**src/rtl/ifetch_pkg.sv**
```systemverilog
// Shared types and constants for the instruction-fetch stage.
// Optional feature macro: IFETCH_PERF_CNT_EN (consume counter).
package ifetch_pkg;

  typedef enum logic [1:0] {
    BOOT  = 2'd0,
    FETCH = 2'd1,
    HOLD  = 2'd2
  } fetch_state_t;

  localparam int unsigned INSTR_BYTES = 4;

  localparam logic [31:0] DEFAULT_RESET_PC = 32'h0000_0000;

  typedef struct packed {
    logic        ld_en;
    logic        sel;
    logic [31:0] immed;
  } pc_ctl_t;

  function automatic logic [31:0] align_pc(
    input logic [31:0] a
  );
    return {a[31:2], 2'b00};
  endfunction

endpackage

```
**src/rtl/ifetch_pc_reg.sv**
```systemverilog
// Program counter register with sequential/branch next-PC selection.
// Loads only when ld_en is asserted; result is always word aligned.
module ifetch_pc_reg
  import ifetch_pkg::*;
#(
  parameter logic [31:0] RESET_PC = DEFAULT_RESET_PC
) (
  input  logic        clk,
  input  logic        rst_n,
  input  pc_ctl_t     ctl,
  output logic [31:0] pc
);

  localparam logic [31:0] RST_PC = align_pc(RESET_PC);

  logic [31:0] seq_pc;
  logic [31:0] offset;
  logic [31:0] next_pc;

  always_comb begin
    seq_pc  = pc + 32'(INSTR_BYTES);
    offset  = ctl.sel ? ctl.immed : 32'h0;
    next_pc = align_pc(seq_pc + offset);
  end

  always_ff @(posedge clk or negedge rst_n) begin
    if (!rst_n) begin
      pc <= RST_PC;
    end else if (ctl.ld_en) begin
      pc <= next_pc;
    end
  end

endmodule

```
**src/rtl/ifetch_stage.sv**
```systemverilog
// Instruction fetch: PC, imem req/ack handshake and instruction register.
// Define IFETCH_PERF_CNT_EN to add the Fetch_Count consume counter.
module ifetch_stage
  import ifetch_pkg::*;
#(
  parameter logic [31:0] RESET_PC = DEFAULT_RESET_PC
) (
  input  logic        Clk,
  input  logic        Reset_n,
  input  logic [31:0] PC_Immed,
  input  logic        PC_sel,
  input  logic        PC_LdEn,
  output logic        Imem_Req,
  output logic [31:0] Imem_Addr,
  input  logic        Imem_Ack,
  input  logic [31:0] Imem_Data,
  output logic [31:0] Instr,
  output logic        Instr_Valid,
  input  logic        Instr_Ready,
  output logic [31:0] PC
`ifdef IFETCH_PERF_CNT_EN
  ,
  output logic [31:0] Fetch_Count
`endif
);

  fetch_state_t state;
  logic         boot_arm;
  logic         consume;
  pc_ctl_t      pc_ctl;

  assign consume = (state == HOLD) & Instr_Ready & PC_LdEn;

  always_comb begin
    pc_ctl.ld_en = consume;
    pc_ctl.sel   = PC_sel;
    pc_ctl.immed = PC_Immed;
  end

  ifetch_pc_reg #(
    .RESET_PC (RESET_PC)
  ) u_pc_reg (
    .clk   (Clk),
    .rst_n (Reset_n),
    .ctl   (pc_ctl),
    .pc    (PC)
  );

  assign Imem_Addr = PC;

  // BOOT spans the first full cycle after release; boot_arm marks it.
  always_ff @(posedge Clk or negedge Reset_n) begin
    if (!Reset_n) begin
      state       <= BOOT;
      boot_arm    <= 1'b0;
      Instr       <= 32'h0;
      Imem_Req    <= 1'b0;
      Instr_Valid <= 1'b0;
    end else begin
      unique case (state)
        BOOT: begin
          if (boot_arm) begin
            state    <= FETCH;
            Imem_Req <= 1'b1;
          end else begin
            boot_arm <= 1'b1;
          end
        end
        FETCH: begin
          if (Imem_Ack) begin
            Instr       <= Imem_Data;
            state       <= HOLD;
            Imem_Req    <= 1'b0;
            Instr_Valid <= 1'b1;
          end
        end
        HOLD: begin
          if (consume) begin
            state       <= FETCH;
            Imem_Req    <= 1'b1;
            Instr_Valid <= 1'b0;
          end
        end
        default: begin
          state       <= BOOT;
          Imem_Req    <= 1'b0;
          Instr_Valid <= 1'b0;
        end
      endcase
    end
  end

`ifdef IFETCH_PERF_CNT_EN
  always_ff @(posedge Clk or negedge Reset_n) begin
    if (!Reset_n) begin
      Fetch_Count <= 32'h0;
    end else if (consume) begin
      Fetch_Count <= Fetch_Count + 32'h1;
    end
  end
`endif

endmodule

```
**config.mk**
```make
export PLATFORM = sky130hd
export DESIGN_NAME = ifetch_stage
export DESIGN_NICKNAME = d
export VERILOG_FILES = /design/src/rtl/ifetch_pkg.sv /design/src/rtl/ifetch_pc_reg.sv /design/src/rtl/ifetch_stage.sv
export SDC_FILE = /design/constraint.sdc
export NUM_CORES = 1
export LEC_CHECK = 0
export CAP_MARGIN = 10
export CORE_MARGIN = 2
export CORE_UTILIZATION = 30
export DETAILED_ROUTE_END_ITERATION = 7
export GPL_TIMING_DRIVEN = 0
export PLACE_DENSITY_LB_ADDON = 0.1
export SETUP_SLACK_MARGIN = 0.2
export SYNTH_ARGS = -nofsm -noshare
export SYNTH_HDL_FRONTEND = slang
export SYNTH_SLANG_ARGS = --single-unit
```
**constraint.sdc**
```tcl
create_clock -name Clk -period 4.12 [get_ports Clk]
set_input_delay 0.824 -clock Clk [delete_from_list [all_inputs] [get_ports Clk]]
set_output_delay 0.824 -clock Clk [all_outputs]
set_load 0.03 [all_outputs]
```
==> metrics.md <==
| Metric | Value |
|---|---|
| Num CTS Buffers | `9` |
| Iter 0 DRT Violations | `88` |
| Largest net degree at the start of global routing | `54` |
| Status | `completed` |
| Sink Count | `66` |
| Inserted Diodes | `0` |
| Ranking of synthesized cells by area | `dfrtp_1 (36%), ha_1 (16%), mux2_2 (8.3%)` |
| IO Pins | `168` |
| Worst setup path class | `in2reg` |
| Syn avg cell area | `9.93 um^2` |
| Setup crit start kind | `primary input` |
| Final nets | `between 700 and 800` |
| Grt total ovfl | `0` |
| Std-Cell Rows | `45` |
| Unrepaired setup endpoints after global routing | `false` |
| Residual antenna-violating net count after detailed routing | `0` |
| Main flop type after synthesis | `dfrtp_1` |
| Slew Viols, Final | `0` |
| Worst EP required | `4.34 ns` |
| H-Tree Depth | `3` |
| CP max-delay cell | `ha_1` |
| Initial antenna violation count | `0` |
| Most frequent cells in the layout | `clkdlybuf4s50_1 (159), dfrtp_1 (66), ha_1 (56)` |
| Layout cells sized above 1 | `~18%` |
| Final setup viols | `0` |
| Max stage delay on crit path | `0.37 ns` |
| Leak Pwr | `0.00318 uW` |
| Slew headroom | `a little under three fifths` |
| Worst R2R Setup Slack | `approximately 1.2 ns` |
| Post-Syn Instances | `462` |
| Synth top area share | `36.0%` |
| Power, Total | `5110 uW` |
| Number of port buffers | `161` |
| DRC violations left | `0` |
| Root buffer cell | `clkbuf_16` |
| Die ar. | `16300 um^2` |
| Seq/Total Area, Yosys | `a little over a third` |
| CTS tree | `yes` |
| GP Congestion | `0.809` |
| Asr flop ratio synth | `100%` |
| Actual slew at the worst max-slew pin | `between 0.6 and 0.7 ns` |
| Skew final | `0.00668 ns` |
| Clock period minus worst slack | `3.62 ns` |
| Final TNS setup | `0 ns` |
| Hpwl dp | `9520 um` |
| WP data arrival | `3.84 ns` |
| FILL cells | `1469` |
| CTS max path bufs | `2` |
| Starting density of the core | `30.4%` |
| Critical-path cell list | `dlymetal6s2s_1, clkbuf_8, buf_12, buf_4, and2_1, ha_1, ha_1, a21oi_2, nand4b_1, a21oi_2, o21ai_1, and3b_1, o41ai_2, xnor2_1, nor2_1, xor2_1` |
| WL per Instance | `14.9 um` |
| Synth cell types | `49` |
| First-pass GRT wire length | `20200 um` |
| Worst-path clk slew | `roughly 0.06 ns` |
| Max-cap viol count | `0` |
| Die width | `128 um` |
| Period utilization | `between 80 and 90%` |
| Hold buffer count at cts | `0` |
| Worst-Skew Late Latency | `0.33 ns` |
| Drt total wl | `12400 um` |
| Fmax | `276 MHz` |
| Synthesized area | `4590 um^2` |
| CP max FO | `4` |
| Hold/Removal Path Class | `in2async` |
| Commonest non-fill, non-tap cell in the layout | `clkdlybuf4s50_1` |
| GRT Util Overall | `roughly 16%` |
| Final hold vios | `0` |
| Post-synth EDFFs | `0` |
| Vias in the first global route | `3991` |
| Cell Pwr Density | `740 nW/um^2` |
| Ys Warns | `0` |
| Vias | `about 4000` |
| Vias/cell | `4.69` |
| Final worst slack | `0.501 ns` |
| Pre-CTS setup slack | `-0.900 ns` |
| Die Span Y | `128 um` |
| Worst Hold Margin | `0.355 ns` |
| Synth Register Bits | `66` |
| Finished Core Util | `a little under half` |
| Crit path capture type | `flop` |
| P&R area growth vs syn | `50.4%` |
| Maximum vdd ir drop | `0.000327 V` |
| Biggest area consumer among synthesized cells | `dfrtp_1` |
| Core Area | `15100 um^2` |
| TritonRoute pass-1 iters | `4` |
==> path summary, 6_finish.rpt <==
kind | start | endpoint | cells past startpoint
worst min register to register | boot_arm | boot_arm | 1
min in group Clk | boot_arm | boot_arm | 1
worst min-delay path | Reset_n | u_pc_reg.pc[15] | 1
worst max-delay path | PC_sel | u_pc_reg.pc[31] | 16
max in group asynchronous | Reset_n | u_pc_reg.pc[30] | 2
worst max register to register | u_pc_reg.pc[3] | u_pc_reg.pc[29] | 12
==> flip-flops by register name, indices dropped and copies added, names as in the netlist <==
signal	cells
Instr	32
Instr_Valid	1
boot_arm	1
state	2
u_pc_reg.pc	30
==> final cells by class <==
type / count / area (um^2) / share of cell area (%)
clock buffers: 10 / 239 / 3.46
repair buffers: 167 / 1690 / 24.5
multi-input cells: 343 / 2640 / 38.2
clock inverters: 6 / 87.6 / 1.27
flip-flops and latches: 66 / 1650 / 23.9
inverters: 6 / 22.5 / 0.326
plain buffers: 50 / 342 / 4.95
well taps: 188 / 235 / 3.41
==> per-layer routing <==
metal	vias up	track usage [%]	share of wire, %	routed length, um
met1	1854	21.1	47	5860
met4	0	5.95	1.8	223
met5	-	0	0	0
li1	1963	-	-	-
met2	94	25.7	47	5870
met3	14	2.84	3.8	476
==> power by group <==
group	leakage [uW]	switching [uW]	total, uW	internal (uW)
logic	0.00221	1660	3080	1420
clock network	0.000163	301	848	547
registers	0.000807	236	1180	943
total	0.00318	2190	5110	2910
==> per-stage QoR <==
stage          instance area, um^2  instances
5_1_grt                       6900        836
2_1_floorplan                 4600        465
3_3_place_gp                  6450        814
3_5_place_dp                  6470        815
4_1_cts                       6880        836
6_report                      6900        836
==> Yosys cell counts (all sizes together), types with 2 or more instances <==
| master | instances |
|---|---|
| nor2 | 19 |
| a21oi | 24 |
| nand3 | 13 |
| or2 | 2 |
| clkbuf | 12 |
| a21o | 12 |
| nand2 | 41 |
| nand2b | 2 |
| dfrtp | 66 |
| nor2b | 2 |
| nor3b | 2 |
| o31ai | 6 |
| xor2 | 12 |
| mux2 | 34 |
| nand4b | 3 |
| o21a | 4 |
| inv | 6 |
| o21ai | 35 |
| and2 | 28 |
| buf | 38 |
| a31oi | 2 |
| ha | 57 |
| xnor2 | 12 |
| nor3 | 6 |
| and3 | 2 |
| a211oi | 5 |
==> worst max-delay path, delay by kind of cell <==
kind	cells	cell delay, ns
compound gates	4	0.82
xor+xnor	2	0.32
fa+ha+maj	2	0.65
buf+inv	4	0.57
simple gates	4	0.64
==> repair_timing <==
item,4_1_cts,5_1_grt
endpoints found under the setup margin,20,14
pin swaps,1,1
setup buffers,5,0
gates resized for setup,10,8
==> kinds of logic (layout without fill, tap and decap cells) <==
kind of cell	Yosys count	after routing	share of synthesized area (%)
AOI/OAI and AO/OA	97	97	13.7
xor gates and xnor gates	24	24	4.58
adders and majority gates	58	58	16.0
buffers and inverters	56	239	7.47
DFF	66	66	36.0
muxes	35	35	8.56
other	1	4	0.0817
and+or+nand+nor	125	125	13.7
Note: power is estimated with default switching activity, not from simulation.
==> variant (config.mk and constraints unchanged) <==
Build with the macro `IFETCH_PERF_CNT_EN` defined.
--- a/src/rtl/ifetch_stage.sv
+++ b/src/rtl/ifetch_stage.sv
@@ -1,5 +1,7 @@
 // Instruction fetch: PC, imem req/ack handshake and instruction register.
 // Define IFETCH_PERF_CNT_EN to add the Fetch_Count consume counter.
+`define IFETCH_PERF_CNT_EN
+
 module ifetch_stage
   import ifetch_pkg::*;
 #(
Behaviour (old outputs only; new: Fetch_Count): unchanged (Yosys induction, for registers that start in step).
==> variant against the original RTL <==
- power up 10%
- critical endpoint unchanged
- area after synthesis up 34%
- global-route usage down 0.38 points
- final cell count up 32%
- design area up 30%
- setup slack better by 0.071 ns
- routed wire length up 36%
- register-to-register slack worse by 0.05 ns
- sequential share of layout area up 3.5 points
- utilization down 1.4 points
- count of clock-buffer cells in the layout down 1
- sequential cell count up 32
==> variant: results (changes against the original RTL) <==
Yosys cell types - 64 (+31%)
Cell count after synthesis - 616 (+33%)
Post-synthesis adder-cell area fraction - 0.121 (-0.0387)
Design area - 8950 sq um (+30%)
CP max stage delay - 0.40 ns (+0.03 ns)
Met2 usage in global routing - 0.258 (+0.00173)
Max rail drop VDD - 400 uV (+22%)
Area contributors post-synth - dfrtp_1 40%, ha_1 12%, mux2_2 6.0%, buf_4 4.5%, nand2_1 4.4%
Placed cell area - 8470 sq um (+31%)
Global Route Usage Sum - 0.154 (-0.00382)
GPL Wtd Cong - 0.854 (+5.6%)
Register-to-register setup slack - 1.12 ns (-0.05 ns)
Outcome - finished clean
Via count - 5181 (+32%)
Hold slack - 0.434 ns (+0.0791 ns)
Post-synthesis mux area share - 0.0636 (-0.0220)
Largest regs - Fetch_Count (32), Instr (32), u_pc_reg.pc (30)
Skew final - 0.0118 ns (+0.00512 ns)
Leakage power - 4.03 nW (+27%)
Cts repair resizes - 16 (+6)
Worst Reg2Reg Path Length in Cells - 10 (-2)
Largest net degree at the start of global routing - 63 (+17%)
DRT iter0 DRCs - 244 (+180%)
Ratio of cells with drive above 1 in the final layout - 0.155 (-0.0212)
Crit path DAT - 3.82 ns (-0.02 ns)
==> variant: cell types whose count changed after synthesis, sizes merged, moves of 5 or more <==
cell and change:
a21oi +6, and3 +6, clkbuf +5, dfrtp +32, nand2 +32, nand4 +13, nor2 +6, nor3 -5
xnor2 +19, xor2 +11
==> variant: power groups by stage <==
stage / sequential [W] / clock, W / combinational, W
4_1_cts: 0.00154 / 0.000857 / 0.00327
2_1_floorplan: 0.00210 / 0 / 0.00144
6_report: 0.00153 / 0.000816 / 0.00328
3_5_place_dp: 0.00155 / 0 / 0.00323
3_3_place_gp: 0.00153 / 0 / 0.00322
5_1_grt: 0.00158 / 0.000893 / 0.00351
==> variant: worst max path at each step <==
| stage | startpoint | endpoint | slack (ns) | cells after the start |
|---|---|---|---|---|
| floorplan | PC_sel | u_pc_reg.pc[29]$_DFFE_PN0P_ | 0.67 | 12 |
| global placement | Reset_n | Fetch_Count[30]$_DFFE_PN0P_ | -1.74 | 1 |
| detailed placement | PC_sel | u_pc_reg.pc[30]$_DFFE_PN0P_ | -0.82 | 13 |
| CTS | PC_sel | u_pc_reg.pc[29]$_DFFE_PN0P_ | 0.21 | 14 |
| global route | PC_Immed[3] | u_pc_reg.pc[31]$_DFFE_PN0P_ | 0.40 | 12 |
| finish | PC_Immed[3] | u_pc_reg.pc[31]$_DFFE_PN0P_ | 0.57 | 12 |
==> variant: layout make-up <==
cell class,count,area share
clock inverter,6,0.00573
sequential,98,0.274
buffer,59,0.0438
tap,270,0.0377
clock buffer,9,0.0252
multi-input combinational,453,0.386
timing repair buffer,200,0.224
inverter,9,0.00377
==> variant: worst max-delay path: cells and delay by family <==
kind	cells	cell delay, ns
xor+xnor	1	0.16
buf+inv	1	0.40
fa+ha+maj	3	0.89
compound gates	3	0.60
simple gates	3	0.65
mux	1	0.27
